--- config.mk ---
export PLATFORM = sky130hd
export DESIGN_NAME = traffic_controller
export DESIGN_NICKNAME = d
export VERILOG_FILES = /design/src/rtl/traffic_pkg.sv /design/src/rtl/phase_timer.sv /design/src/rtl/traffic_controller.sv
export SDC_FILE = /design/constraint.sdc
export NUM_CORES = 1
export LEC_CHECK = 0
export BUFFER_PORTS_ARGS = -buffer_cell sky130_fd_sc_hd__clkbuf_2
export CAP_MARGIN = 20
export CELL_PAD_IN_SITES_DETAIL_PLACEMENT = 1
export CELL_PAD_IN_SITES_GLOBAL_PLACEMENT = 2
export CORE_MARGIN = 4
export CORE_UTILIZATION = 25
export CTS_CLUSTER_SIZE = 12
export DETAILED_ROUTE_END_ITERATION = 8
export GPL_ROUTABILITY_DRIVEN = 0
export MAX_ROUTING_LAYER = met4
export PLACE_DENSITY_LB_ADDON = 0.25
export SLEW_MARGIN = 20
export SYNTH_ARGS = -nofsm -noshare
export SYNTH_HDL_FRONTEND = slang
export SYNTH_HIERARCHICAL = 1
export SYNTH_SLANG_ARGS = --single-unit
export TNS_END_PERCENT = 100
--- constraint.sdc ---
create_clock -name clk -period 4.6 [get_ports clk]
set_clock_uncertainty 0.05 [all_clocks]
set_input_delay 0 -clock clk [delete_from_list [all_inputs] [get_ports clk]]
set_output_delay 0 -clock clk [all_outputs]
set_load 0.1 [all_outputs]
--- src/rtl/traffic_pkg.sv ---
// Shared definitions for the junction controller and the downstream lamp decoder:
// lamp bit positions, state codes and the lamp pattern driven in each state.
package traffic_pkg;

    localparam int LAMP_W = 7;

    localparam int RED_MAIN    = 0;
    localparam int YELLOW_MAIN = 1;
    localparam int GREEN_MAIN  = 2;
    localparam int RED_SIDE    = 3;
    localparam int YELLOW_SIDE = 4;
    localparam int GREEN_SIDE  = 5;
    localparam int WALK_LAMP   = 6;

    typedef enum logic [2:0] {
        MAIN_GREEN  = 3'd0,
        MAIN_YELLOW = 3'd1,
        ALL_RED_A   = 3'd2,
        WALK        = 3'd3,
        SIDE_GREEN  = 3'd4,
        SIDE_YELLOW = 3'd5,
        ALL_RED_B   = 3'd6
    } state_t;

    localparam logic [LAMP_W-1:0] SIG_MG   = 7'h0C;
    localparam logic [LAMP_W-1:0] SIG_MY   = 7'h0A;
    localparam logic [LAMP_W-1:0] SIG_ARA  = 7'h09;
    localparam logic [LAMP_W-1:0] SIG_WALK = 7'h49;
    localparam logic [LAMP_W-1:0] SIG_SG   = 7'h21;
    localparam logic [LAMP_W-1:0] SIG_SY   = 7'h11;
    localparam logic [LAMP_W-1:0] SIG_ARB  = 7'h09;

    function automatic logic [LAMP_W-1:0] state_signal(input state_t s);
        case (s)
            MAIN_GREEN:  state_signal = SIG_MG;
            MAIN_YELLOW: state_signal = SIG_MY;
            ALL_RED_A:   state_signal = SIG_ARA;
            WALK:        state_signal = SIG_WALK;
            SIDE_GREEN:  state_signal = SIG_SG;
            SIDE_YELLOW: state_signal = SIG_SY;
            default:     state_signal = SIG_ARB;
        endcase
    endfunction

endpackage

--- src/rtl/phase_timer.sv ---
// Loadable down-counter for phase durations; decrements only on tick and
// parks at zero. A load always takes priority over counting.
module phase_timer #(
    parameter int              TW      = 8,
    parameter logic [TW-1:0]   RST_VAL = '0
) (
    input  logic          clk,
    input  logic          rst_n,
    input  logic          tick,
    input  logic          load,
    input  logic [TW-1:0] load_val,
    output logic          zero
);

    logic [TW-1:0] count;

    always_ff @(posedge clk or negedge rst_n) begin
        if (!rst_n) begin
            count <= RST_VAL;
        end else if (load) begin
            count <= load_val;
        end else if (tick && count != '0) begin
            count <= count - 1'b1;
        end
    end

    assign zero = (count == '0);

endmodule

--- src/rtl/traffic_controller.sv ---
// Main/side junction sequencer with pedestrian phase. Requests are latched and
// served in turn; lamp bus is registered from the next state so it tracks phase.
module traffic_controller
    import traffic_pkg::*;
#(
    parameter int TW     = 8,
    parameter int T_MAIN = 10,
    parameter int T_SIDE = 6,
    parameter int T_YEL  = 3,
    parameter int T_RED  = 2,
    parameter int T_WALK = 5
) (
    input  logic              clk,
    input  logic              rst_n,
    input  logic              tick,
    input  logic              sensor,
    input  logic              walk_btn,
    output logic [LAMP_W-1:0] signal,
    output logic [2:0]        phase
);

    state_t        state_q, state_d;
    logic          side_pend, walk_pend;
    logic          timer_zero, timer_load;
    logic          expire;
    logic [TW-1:0] load_val;

    function automatic logic [TW-1:0] dur_minus1(input state_t s);
        case (s)
            MAIN_GREEN:  dur_minus1 = TW'(T_MAIN - 1);
            MAIN_YELLOW,
            SIDE_YELLOW: dur_minus1 = TW'(T_YEL - 1);
            WALK:        dur_minus1 = TW'(T_WALK - 1);
            SIDE_GREEN:  dur_minus1 = TW'(T_SIDE - 1);
            default:     dur_minus1 = TW'(T_RED - 1);
        endcase
    endfunction

    phase_timer #(
        .TW      (TW),
        .RST_VAL (TW'(T_RED - 1))
    ) u_timer (
        .clk      (clk),
        .rst_n    (rst_n),
        .tick     (tick),
        .load     (timer_load),
        .load_val (load_val),
        .zero     (timer_zero)
    );

    assign expire = tick && timer_zero;

    // No state transitions to itself, so any change of state is a phase entry.
    always_comb begin
        state_d = state_q;
        case (state_q)
            MAIN_GREEN:  if (expire && (side_pend || walk_pend)) state_d = MAIN_YELLOW;
            MAIN_YELLOW: if (expire) state_d = ALL_RED_A;
            ALL_RED_A:   if (expire) state_d = walk_pend ? WALK : SIDE_GREEN;
            WALK:        if (expire) state_d = side_pend ? SIDE_GREEN : ALL_RED_B;
            SIDE_GREEN:  if (expire) state_d = SIDE_YELLOW;
            SIDE_YELLOW: if (expire) state_d = ALL_RED_B;
            ALL_RED_B:   if (expire) state_d = MAIN_GREEN;
            default:     state_d = ALL_RED_B;
        endcase
        timer_load = (state_d != state_q);
        load_val   = dur_minus1(state_d);
    end

    always_ff @(posedge clk or negedge rst_n) begin
        if (!rst_n) begin
            state_q   <= ALL_RED_B;
            signal    <= SIG_ARB;
            side_pend <= 1'b0;
            walk_pend <= 1'b0;
        end else begin
            state_q   <= state_d;
            signal    <= state_signal(state_d);
            // Clearing whenever the next state is the serving phase covers both the
            // entry cycle race and requests made during the phase itself.
            side_pend <= (state_d == SIDE_GREEN) ? 1'b0 : (side_pend | sensor);
            walk_pend <= (state_d == WALK)       ? 1'b0 : (walk_pend | walk_btn);
        end
    end

    assign phase = state_q;

    a_lamp_safe: assert property (@(posedge clk) disable iff (!rst_n)
        !((signal[GREEN_MAIN] || signal[YELLOW_MAIN]) &&
          (signal[GREEN_SIDE] || signal[YELLOW_SIDE])) &&
        (!signal[WALK_LAMP] || (signal[RED_MAIN] && signal[RED_SIDE])));

endmodule

==> Word-level counts from Yosys, hierarchy flattened <==
Cells that the tools add are included.
{ "classes": {"n_addsub": 1, "mul": 0, "div_mod_pow": 0, "order_cmp": 0, "eq_ne": 11, "shift": 0, "muxes": 16, "bitwise_logic": 2, "n_reduce_logical": 10} }
{ "ops": {"columns": ["operator", "n"], "rows": [
  ["$pmux W7 S5", 1],
  ["$mux W3", 8],
  ["$pmux W3 S7", 1],
  ["$mux W8", 2],
  ["$pmux W4 S4", 1],
  ["$eq A3 B3 Y1 const B", 5],
  ["$eq A3 B2 Y1 const B", 3],
  ["$logic_not A8 Y1", 1],
  ["$reduce_bool A8 Y1", 1],
  ["$sub A8 B1 Y8 const B", 1],
  ["$eq A3 B1 Y1 const B", 2],
  ["$logic_not A3 Y1", 2],
  ["$logic_and A1 B1 Y1", 3],
  ["$ne A3 B3 Y1", 1],
  ["$mux W1", 2],
  ["$mux W2", 1],
  ["$or A1 B1 Y1", 2],
  ["$reduce_bool A2 Y1", 1],
  ["$reduce_or A2 Y1", 1],
  ["$logic_or A1 B1 Y1", 1]
]} }
{ "word_totals": {"register_bits": 20, "latch_bits": 0, "ram_bits": 0, "mem_bits_ro": 0, "input_bits": 5, "wordCells": 45, "n_memories": 0} }

==> Depth between registers and ports, before layout <==
{ "logic_depth": {"depth_word": 9, "depth_mapped": 12, "depth_no_buf": 10} }

==> Modules after synthesis <==
Netlist, hierarchy kept.
{ "modules_own_cells": {"columns": ["module", "instances", "cells_per_inst", "area_per_inst_um2"], "rows": [
  ["traffic_controller", 1, 68, 663.1],
  ["phase_timer", 1, 58, 529.3]
]} }

==> Least setup slack after synthesis <==
OpenSTA, ideal clock, no wires.
{ "synth_path": {"kind": "register -> register", "from": "register u_timer.count[0]", "to": "register u_timer.count[7]", "setup_ps": 126, "arrival_time_ps": 2512, "required_ps": 4424, "path_slack_ps": 1912, "path_stages_with_launch": 12, "cell_sequence": "dfstp_2 > inv_1 > ha_1 > or3b_2 > nor2_1 > and2_4 > buf_6 > o21ai_0 > nand3_1 > clkinv_1 > o311a_1 > a221o_1"} }
{ "synth_between": {"elab_chain_len": 7, "word_cells_on_any_way": 18, "classes_between": "add/sub: 1; eq/ne: 1; mux: 10; reduce/logical: 6"} }
{ "synth_rtl": {"columns": ["item", "line", "text"], "rows": [
  ["start, declared", "phase_timer.sv:15", "logic [TW-1:0] count;"],
  ["start signal, assigned", "phase_timer.sv:21", "count <= load_val;"],
  ["start signal, assigned", "phase_timer.sv:23", "count <= count - 1'b1;"],
  ["$logic_not A8 Y1 *", "phase_timer.sv:27", "assign zero = (count == '0);"],
  ["net timer_zero", "traffic_controller.sv:24", "logic timer_zero, timer_load;"],
  ["$logic_and A1 B1 Y1 *", "traffic_controller.sv:51", "assign expire = tick && timer_zero;"],
  ["$logic_and A1 B1 Y1", "traffic_controller.sv:57", "MAIN_GREEN: if (expire && (side_pend || walk_pend)) state_d = MAIN_YELLOW;"],
  ["$mux W3", "traffic_controller.sv:57", null],
  ["$pmux W3 S7 *", "traffic_controller.sv:56", "case (state_q)"],
  ["$ne A3 B3 Y1 *", "traffic_controller.sv:66", "timer_load = (state_d != state_q);"],
  ["net timer_load", "traffic_controller.sv:24", null],
  ["$mux W8 / $reduce_bool A2 Y1 (equally long branches)", null, null]
]} }
The timed path passes the listed nets; every way through them passes the cells marked *. The select of a mux whose other input is x is not followed.
A chain may end at the register's enable or synchronous reset.

==> Worst setup path after layout <==
{ "layout_path": {"from": "register u_timer.count[0]", "to": "register u_timer.count[5]"} }
Same word-level chain as after synthesis.

==> impl_metrics.json <==
{
  "min-delay-start": "tick",
  "seq_area_frac_synth": 0.425,
  "dieArea_um2": 5940,
  "mostFrequentLayoutCell": "sky130_fd_sc_hd__dfrtp_1",
  "clkLatencyLatePin_ns": 0.26,
  "dieWidth_um": 77.1,
  "numCtsBuffers": 3,
  "setup_tns_ns": 0,
  "combinational_power_share": 0.441,
  "layout-drive-gt1-share": 0.217,
  "multi_input_area_um2": 633,
  "final_hold_viol_count": 0,
  "yosys.area_share.simple": 0.249,
  "insertedDiodeCount": 0,
  "ys_dominant_reg_cell": "sky130_fd_sc_hd__dfrtp_1",
  "critPathArrivalTime_ns": 3.64,
  "power.sequential.fraction": 0.358,
  "number_of_enable_type_register_cells_in_the_synthesized_netlist": 0,
  "syn-instance-count": 126,
  "rows": 24,
  "p_leak_nw": 0.558,
  "final_min_period_over_clock_period": 0.772,
  "crit_required_ns": 4.69,
  "die_h_um": 77.1,
  "ys_types": 49,
  "hold_slack_ns": 0.0740,
  "port-buffer-count": 14,
  "share_clk_of_total_power": 0.200,
  "r2r_cells": 10,
  "drt-pass1-iter-count": 4,
  "power_density_relative_to_cell_area_nw_per_um2": 644,
  "first_iter_violations": 63,
  "cts_sinks": 20,
  "synth_compound_area_frac": 0.239,
  "detailroute.via_count": 1031,
  "via_count_of_the_first_global_routing_pass": 1102,
  "worstHoldPathCells": 3,
  "timing.max_cap.violations": 0,
  "slew_limit_fails": 0,
  "wire_length_of_the_first_global_routing_pass_mm": 5.33,
  "grt_overflow_total": 0,
  "final_cells": 195,
  "clock_tree.buffer_depth": 2,
  "synth_area_um2": 1190,
  "layout_common_cells": "15 x sky130_fd_sc_hd__dfrtp_1, 14 x sky130_fd_sc_hd__clkbuf_2, 11 x sky130_fd_sc_hd__a21oi_1, 11 x sky130_fd_sc_hd__nor2_1, 6 x sky130_fd_sc_hd__nand2_1",
  "synth_area_per_cell_um2": 9.46,
  "async_reset_ff_frac": 1.00,
  "final_antenna_net_count": 0,
  "post-route-drc-count": 0,
  "finalWorstPathRequiredPeriod_ns": 3.55,
  "htreeDepth": 1,
  "maxClockFrequency_ghz": 0.282,
  "min_to": "u_timer/count[0]$_DFFE_PN1P_",
  "report.final.setup_viol": 0,
  "max-slew-margin-rel": 0.547,
  "routed_wire_length_mm": 3.05,
  "wl_per_cell_um": 15.7,
  "clkSlewWorstSetupHoldPaths_ns": 0.08,
  "final_nets": 151,
  "register_area_um2": 507,
  "tightestPinTransition_ns": 0.674,
  "dp.cells": 188,
  "cts_root_buffer": "sky130_fd_sc_hd__clkbuf_8",
  "xor_xnor_share_of_the_synthesized_area": 0,
  "critical_path.reg2reg.endpoint": "u_timer/count[5]$_DFFE_PN0P_",
  "initial_util": 0.266,
  "ys_ff_latch": 20,
  "grt.total_usage": 0.114,
  "finalCoreUtilization": 0.310,
  "setup.worst_path.end_class": "register",
  "layout-area-overhead-vs-synth_pct": 16.4,
  "antenna_violations_before_repair": 0,
  "timing.hold.worst.class": "input pin to register",
  "grt_max_degree": 21,
  "grt_setup_unrepaired": "no",
  "vias_per_cell": 5.29,
  "yosys_warnings": 6,
  "design.portCount": 15,
  "synth_top_family_by_area": "simple AND/OR/NAND/NOR gates",
  "ir_worst_vdd_uv": 224,
  "cp-start-kind": "register",
  "worst-path-max-fanout": 14,
  "internal_power_uw": 477,
  "status": "finished, final reports clean",
  "tritoncts": "built",
  "cts_repair_resize_count": 0,
  "worst_r2r_startpoint": "u_timer/count[0]$_DFFE_PN1P_",
  "synthAdderAreaFrac": 0.0210,
  "synth.area.mux_share": 0.00944,
  "placeable_core_region_um2": 4470,
  "switching_share": 0.466,
  "fillerInstances": 525,
  "switching_power_uw": 417,
  "dp_hpwl_mm": 2.17,
  "criticalPathCategory": "register to register",
  "reg2reg_slack_ns": 1.05
}
cell families after synthesis:
kind of cell,Yosys count
other cells,1
fa+ha+maj,2
simple gates,52
compound gates,40
flops,20
mux,1
buf+inv,10
metrics by stage:
| stage | cell area, um^2 | power, mW | setup slack [ns] |
|---|---|---|---|
| after floorplan | 1200 | 0.637 | 1.91 |
| after global placement | 1290 | 0.706 | 1.24 |
| after detailed placement | 1290 | 0.716 | 1.11 |
| after CTS | 1390 | 0.905 | 1.08 |
| after global routing | 1390 | 0.961 | 0.757 |
| final | 1390 | 0.894 | 1.05 |
what timing repair did:
| action | CTS | global route |
|---|---|---|
| hold buffers | 3 | 0 |
| buffers inserted | 0 | 0 |
| endpoints found under the hold margin | 17 | 0 |
power groups by stage:
stage	Combinational, mW	Sequential (mW)	Clock [mW]
detailed placement	0.393	0.322	0
floorplan	0.223	0.414	0
global placement	0.387	0.319	0
global route	0.432	0.332	0.197
CTS	0.397	0.320	0.188
finish	0.394	0.320	0.179
layout make-up:
| type | instances | area share |
|---|---|---|
| inverter | 3 | 0.00812 |
| clock buffer | 3 | 0.0298 |
| tap | 52 | 0.0469 |
| sequential | 20 | 0.365 |
| clock inverter | 1 | 0.0216 |
| multi-input combinational | 99 | 0.456 |
| timing repair buffer | 17 | 0.0721 |
cells in the mapped netlist, types with 2 or more instances:
cell                       number  area share
sky130_fd_sc_hd__dfrtp_1       15        0.31
sky130_fd_sc_hd__a21oi_1       11       0.046
sky130_fd_sc_hd__nor2_1        11       0.035
sky130_fd_sc_hd__nand2_1        6       0.019
sky130_fd_sc_hd__dfstp_2        5        0.11
sky130_fd_sc_hd__nand3_1        5       0.021
sky130_fd_sc_hd__nor3_1         5       0.021
sky130_fd_sc_hd__o21ai_0        5       0.021
sky130_fd_sc_hd__nand2b_1       4       0.021
sky130_fd_sc_hd__a221o_1        3       0.025
sky130_fd_sc_hd__a31oi_1        3       0.016
sky130_fd_sc_hd__buf_2          3       0.013
sky130_fd_sc_hd__buf_6          3       0.028
sky130_fd_sc_hd__nor3b_1        3       0.019
sky130_fd_sc_hd__or4_1          3       0.019
sky130_fd_sc_hd__a21boi_0       2       0.013
sky130_fd_sc_hd__ha_1           2       0.021
sky130_fd_sc_hd__inv_1          2      0.0063
sky130_fd_sc_hd__nand4_1        2       0.010
sky130_fd_sc_hd__nor2b_1        2       0.010
sky130_fd_sc_hd__o21bai_1       2       0.013
sky130_fd_sc_hd__or2_1          2       0.010
routing by layer:
| layer | track usage | vias to the layer above | share of wire |
|---|---|---|---|
| li1 | - | 503 | - |
| met1 | 0.138 | 506 | 0.46 |
| met2 | 0.186 | 18 | 0.49 |
| met3 | 0.0328 | 4 | 0.035 |
| met4 | 0.0320 | 0 | 0.0098 |
| met5 | - | - | 0 |
how the worst max path moves through the flow:
stage | slack (ns) | endpoint | startpoint
after floorplan | 1.91 | u_timer/count[7]$_DFFE_PN0P_ | u_timer/count[0]$_DFFE_PN1P_
after global routing | 0.76 | u_timer/count[5]$_DFFE_PN0P_ | u_timer/count[1]$_DFFE_PN0P_
after CTS | 1.08 | u_timer/count[7]$_DFFE_PN0P_ | u_timer/count[0]$_DFFE_PN1P_
after global placement | 1.24 | u_timer/count[7]$_DFFE_PN0P_ | u_timer/count[1]$_DFFE_PN0P_
final | 1.05 | u_timer/count[5]$_DFFE_PN0P_ | u_timer/count[0]$_DFFE_PN1P_
after detailed placement | 1.11 | u_timer/count[7]$_DFFE_PN0P_ | u_timer/count[0]$_DFFE_PN1P_
registers in the layout, summed over array words and instances (netlist names):
name           count
phase              3
side_pend          1
signal             7
walk_pend          1
u_timer/count      8
worst max-delay path, stage by stage, from the launching register on:
cell                       delay (ns)
sky130_fd_sc_hd__dfstp_2         0.39
sky130_fd_sc_hd__inv_1           0.09
sky130_fd_sc_hd__ha_1            0.21
sky130_fd_sc_hd__or3b_2          0.49
sky130_fd_sc_hd__nor2_1          0.40
sky130_fd_sc_hd__and2_4          0.32
sky130_fd_sc_hd__o21ai_0         0.10
sky130_fd_sc_hd__nand3_1         0.46
sky130_fd_sc_hd__clkinv_1        0.41
sky130_fd_sc_hd__o211a_1         0.22
sky130_fd_sc_hd__a221o_1         0.27
No activity file was read; power rests on OpenSTA's default activity.
